==> src/rtl/slave_internal_response_wr_arbiter.sv <==
// N-source round-robin arbiter merging internal write responses onto a registered AXI B channel.
// Build option SLAVE_RESP_ERR_PRIORITY_EN: source 0 (error path) gets strict priority over round-robin.
module slave_internal_response_wr_arbiter #(
    parameter int NUM_SOURCES = 2,
    parameter int ID_WIDTH    = 4,
    parameter int RESP_WIDTH  = 2,
    parameter logic [RESP_WIDTH-1:0] RESP_INVALID = {RESP_WIDTH{1'b0}}
) (
    input  logic                              ACLK,
    input  logic                              ARESETn,
    input  logic [NUM_SOURCES-1:0]            src_bvalid,
    output logic [NUM_SOURCES-1:0]            src_bready,
    input  logic [NUM_SOURCES*ID_WIDTH-1:0]   src_bid,
    input  logic [NUM_SOURCES*RESP_WIDTH-1:0] src_bresp,
    output logic                              BVALID,
    input  logic                              BREADY,
    output logic [ID_WIDTH-1:0]               BID,
    output logic [RESP_WIDTH-1:0]             BRESP
);

    localparam int PTR_W = (NUM_SOURCES > 1) ? $clog2(NUM_SOURCES) : 1;
    localparam logic [PTR_W-1:0] LAST_SRC = PTR_W'(NUM_SOURCES - 1);
    localparam logic [PTR_W:0]   NUM_EXT  = (PTR_W+1)'(NUM_SOURCES);

    logic                   r_out_valid;
    logic [ID_WIDTH-1:0]    r_out_id;
    logic [RESP_WIDTH-1:0]  r_out_resp;
    logic [PTR_W-1:0]       r_rr_ptr;

    logic                   w_can_load;
    logic                   w_found;
    logic [PTR_W-1:0]       w_winner;
    logic                   w_src_hs;
    logic [NUM_SOURCES-1:0] w_grant;
    logic [ID_WIDTH-1:0]    w_sel_id;
    logic [RESP_WIDTH-1:0]  w_sel_resp;
    logic [PTR_W-1:0]       w_next_ptr;

    // First requester at or above ptr, wrapping; result is {found, index}.
    function automatic logic [PTR_W:0] rr_search(input logic [NUM_SOURCES-1:0] req,
                                                 input logic [PTR_W-1:0]       ptr);
        logic             found;
        logic [PTR_W-1:0] win;
        logic [PTR_W:0]   sum;
        logic [PTR_W-1:0] idx;
        found = 1'b0;
        win   = {PTR_W{1'b0}};
        for (int k = 0; k < NUM_SOURCES; k++) begin
            sum = {1'b0, ptr} + (PTR_W+1)'(k);
            if (sum >= NUM_EXT) begin
                idx = PTR_W'(sum - NUM_EXT);
            end else begin
                idx = sum[PTR_W-1:0];
            end
            if (!found && req[idx]) begin
                found = 1'b1;
                win   = idx;
            end else begin
                found = found;
            end
        end
        return {found, win};
    endfunction

    assign w_can_load = !r_out_valid || BREADY;

    // Winner selection; the error path may pre-empt the round-robin search.
    always_comb begin
        w_found  = 1'b0;
        w_winner = {PTR_W{1'b0}};
`ifdef SLAVE_RESP_ERR_PRIORITY_EN
        if (src_bvalid[0]) begin
            w_found  = 1'b1;
            w_winner = {PTR_W{1'b0}};
        end else begin
            {w_found, w_winner} = rr_search(src_bvalid, r_rr_ptr);
        end
`else
        {w_found, w_winner} = rr_search(src_bvalid, r_rr_ptr);
`endif
    end

    assign w_src_hs = w_can_load && w_found;

    // One-hot accept to the winner; held at zero while the block is in reset.
    always_comb begin
        w_grant = {NUM_SOURCES{1'b0}};
        if (w_src_hs && ARESETn) begin
            w_grant[w_winner] = 1'b1;
        end else begin
            w_grant = {NUM_SOURCES{1'b0}};
        end
    end

    // Response field mux; driven only by the winner index, not by the fields themselves.
    always_comb begin
        w_sel_id   = {ID_WIDTH{1'b0}};
        w_sel_resp = {RESP_WIDTH{1'b0}};
        for (int i = 0; i < NUM_SOURCES; i++) begin
            if (w_winner == PTR_W'(i)) begin
                w_sel_id   = src_bid[i*ID_WIDTH +: ID_WIDTH];
                w_sel_resp = src_bresp[i*RESP_WIDTH +: RESP_WIDTH];
            end else begin
                w_sel_id   = w_sel_id;
                w_sel_resp = w_sel_resp;
            end
        end
    end

    // Pointer advance past the winner; a priority win by source 0 leaves it untouched.
    always_comb begin
        w_next_ptr = r_rr_ptr;
`ifdef SLAVE_RESP_ERR_PRIORITY_EN
        if (w_winner == {PTR_W{1'b0}}) begin
            w_next_ptr = r_rr_ptr;
        end else if (w_winner == LAST_SRC) begin
            w_next_ptr = {PTR_W{1'b0}};
        end else begin
            w_next_ptr = w_winner + PTR_W'(1'b1);
        end
`else
        if (w_winner == LAST_SRC) begin
            w_next_ptr = {PTR_W{1'b0}};
        end else begin
            w_next_ptr = w_winner + PTR_W'(1'b1);
        end
`endif
    end

    // Output register and fairness pointer; a reload in the drain cycle avoids a bubble.
    always_ff @(posedge ACLK or negedge ARESETn) begin
        if (!ARESETn) begin
            r_out_valid <= 1'b0;
            r_out_id    <= {ID_WIDTH{1'b0}};
            r_out_resp  <= RESP_INVALID;
            r_rr_ptr    <= {PTR_W{1'b0}};
        end else if (w_src_hs) begin
            r_out_valid <= 1'b1;
            r_out_id    <= w_sel_id;
            r_out_resp  <= w_sel_resp;
            r_rr_ptr    <= w_next_ptr;
        end else if (r_out_valid && BREADY) begin
            r_out_valid <= 1'b0;
            r_out_id    <= {ID_WIDTH{1'b0}};
            r_out_resp  <= RESP_INVALID;
            r_rr_ptr    <= r_rr_ptr;
        end else begin
            r_out_valid <= r_out_valid;
            r_out_id    <= r_out_id;
            r_out_resp  <= r_out_resp;
            r_rr_ptr    <= r_rr_ptr;
        end
    end

    assign src_bready = w_grant;
    assign BVALID     = r_out_valid;
    assign BID        = r_out_id;
    assign BRESP      = r_out_resp;

endmodule
==> config.mk <==
export PLATFORM = sky130hd
export DESIGN_NAME = slave_internal_response_wr_arbiter
export DESIGN_NICKNAME = d
export VERILOG_FILES = /design/src/rtl/slave_internal_response_wr_arbiter.sv
export SDC_FILE = /design/constraint.sdc
export NUM_CORES = 1
export LEC_CHECK = 0
export CAP_MARGIN = 20
export CORE_AREA = 2 2 39 41
export DETAILED_ROUTE_END_ITERATION = 10
export DIE_AREA = 0 0 41 43
export PLACE_DENSITY = 0.71
export SETUP_SLACK_MARGIN = 0.4
export SYNTH_ARGS = -nofsm -noshare
export SYNTH_HDL_FRONTEND = slang
export SYNTH_SLANG_ARGS = --single-unit
==> constraint.sdc <==
create_clock -name ACLK -period 1.3 [get_ports ACLK]
set_input_delay 0.13 -clock ACLK [delete_from_list [all_inputs] [get_ports ACLK]]
set_output_delay 0.13 -clock ACLK [all_outputs]
set_load 0.05 [all_outputs]
==> run metrics <==
CTS Root Cell clkbuf_4; dpl cell area 831 µm²; largest net degree at the start of global routing 10; maximum buffer depth of the clock tree 2; fmax 713 MHz; sequential-to-total area share from yosys stat 47.1%; DPL Wire Length 1060 µm; initial antenna violation count 0; height of the chip 43 µm; CP Max Fanout 4; CTS H-tree depth 1; Synth Area in Compound Gates 19.7%; I/O pins 26; Synth Register Bits 8; Max VDD drop 0.550 mV; largest family of logic cells by synthesized area simple AND/OR/NAND/NOR gates; normalized max-slew margin 77.7%; residual DRC count 0; DRT antenna net count 0; Rows 14; adder-cell area share of the yosys netlist 0%; worst min path class primary input to async pin; crit-path cells nor2b_1, buf_4, nor3_4, buf_12; CTS tree built; worst slack at placement -0.165 ns; reg-to-reg startpoint BVALID$_DFFE_PN0P_; crit path max-delay cell type dfrtp_2; final instance area 965 µm²; Syn Inst Count 42; CP startpoint BVALID$_DFFE_PN0P_; Critical Path Start Type flop; Crit path required time 1.17 ns; CP delay by family, top flip-flops; type of the worst setup path flop to output port; Post-Syn Area 425 µm²; Buf/Inv on CP 2; Detailed Route WL 1460 µm; grt ovf 0; worst stage delay on the critical path 0.44 ns; Slew @ Worst Pin 0.334 ns; RSZ-0062 raised after global routing true; Simple-Gate Fraction of Synth Area 27.4%; syn nets 59; via count 513; Routability Congestion 0.792; core area 1380 µm²; routed wire length per instance 14.7 µm; n_diodes 0; ratio of cells with drive above 1 in the final layout 44.6%; clk_lat worst skew 0.25 ns; first-pass GRT wire length 2240 µm; setup_tns -0.193 ns; Max-Cap Viols 0; CP endpoint kind output port; xor-xnor portion of the synthesized cell area 0%; status complete, but fails checks; Iteration-0 DRC Markers 12; TritonCTS buffer count 3; proportion of synthesized area in mux cells 0%; Final min period 1.40 ns; number of port buffers 25; clk slew on worst S/H paths 0.06 ns; leakage 0.423 nW; Synth Area per Inst 10.1 µm²; final core occ 69.7%; most common cell after layout, fill and taps aside clkdlybuf4s50_1; yosys warns 0; All-Layer GR Usage 19.1%; final hold violations 0; Area growth syn-to-layout 127%; post-synth cell types 15; final setup violation count 3; failing checks negative setup slack; Pwr Density 1070 nW/µm²; Worst Path Arrival 1.27 ns; Final Max Tran Viols 0; vias per cell 5.18; Die Footprint 1760 µm²; final period utilization 108%; final worst slack -0.103 ns; Starting Density 30.7%; Pre-Repair DR Iteration Count 4; CTS sink cnt 8; Clock Skew 0.00250 ns; Die X 41 µm; most frequent cells in the layout clkdlybuf4s50_1, buf_4, buf_12; vias in the first global route 501; NumNets Final 101
cell usage after synthesis (all sizes together):
master  instances  area, µm²
dfrtp           8        200
nand2           8       30.0
nor3            7       35.0
a221o           6       60.1
buf             3       21.3
nor2b           2       12.5
a21oi           1       5.00
a31oi           1       6.26
and2            1       7.51
and3            1       11.3
clkbuf          1       3.75
nand2b          1       13.8
o31ai           1       12.5
or3             1       6.26
worst paths after layout:
check	slack [ns]	to	cells after the start
max in group asynchronous	0.93	BVALID$_DFFE_PN0P_	2
min in group ACLK	0.36	r_rr_ptr$_DFFE_PN0P_	2
max reg2reg	0.01	BVALID$_DFFE_PN0P_	4
max	-0.10	src_bready[1]	4
min reg2reg	0.58	BID[1]$_DFFE_PN0P_	1
min	0.23	BRESP[1]$_DFFE_PN0P_	2
report_power, final:
part           switching, mW  internal, mW  leakage, nW
combinational          0.227         0.270        0.312
sequential            0.0444         0.286       0.0958
clock                 0.0903         0.118       0.0150
state kept, by name (all words and copies together), names as in the netlist:
register and cells:
BVALID 1, r_rr_ptr 1, BRESP 2, BID 4
repair_timing:
item | in CTS | in global routing
resized for setup | 8 | 2
setup buffers | 8 | 1
hold buffers | 0 | 0
endpoints found under the setup margin | 17 | 17
endpoints found under the hold margin | 0 | 0
gates cloned | 0 | 0
pin swaps | 3 | 1
cell families after synthesis:
| kind of cell | count (synthesis) |
|---|---|
| AND/OR/NAND/NOR | 21 |
| AO/OA/AOI/OAI | 9 |
| flip-flops | 8 |
| buffers and inverters | 4 |
layout make-up:
type                       count  area [µm²]
clock buffer                   4        26.3
fill                         108         419
multi-input combinational     30         235
sequential                     8         201
tap                           16        20.0
timing repair buffer          41         482
layer usage:
| metal | GRT usage, % | routed length, µm |
|---|---|---|
| met5 | 0 | 0 |
| met1 | 24.5 | 549 |
| met4 | 10.0 | 0 |
| met2 | 29.4 | 798 |
| met3 | 3.14 | 113 |
per-stage QoR:
stage / std cells / power, mW / hold slack (ns)
CTS: 98 / 1.03 / 0.238
floorplan: 42 / 0.531 / -0.166
detailed placement: 86 / 0.783 / 0.505
finish: 99 / 1.04 / 0.233
global placement: 86 / 0.774 / 0.490
global route: 99 / 1.08 / 0.245
(Power assumes the default switching activity.)
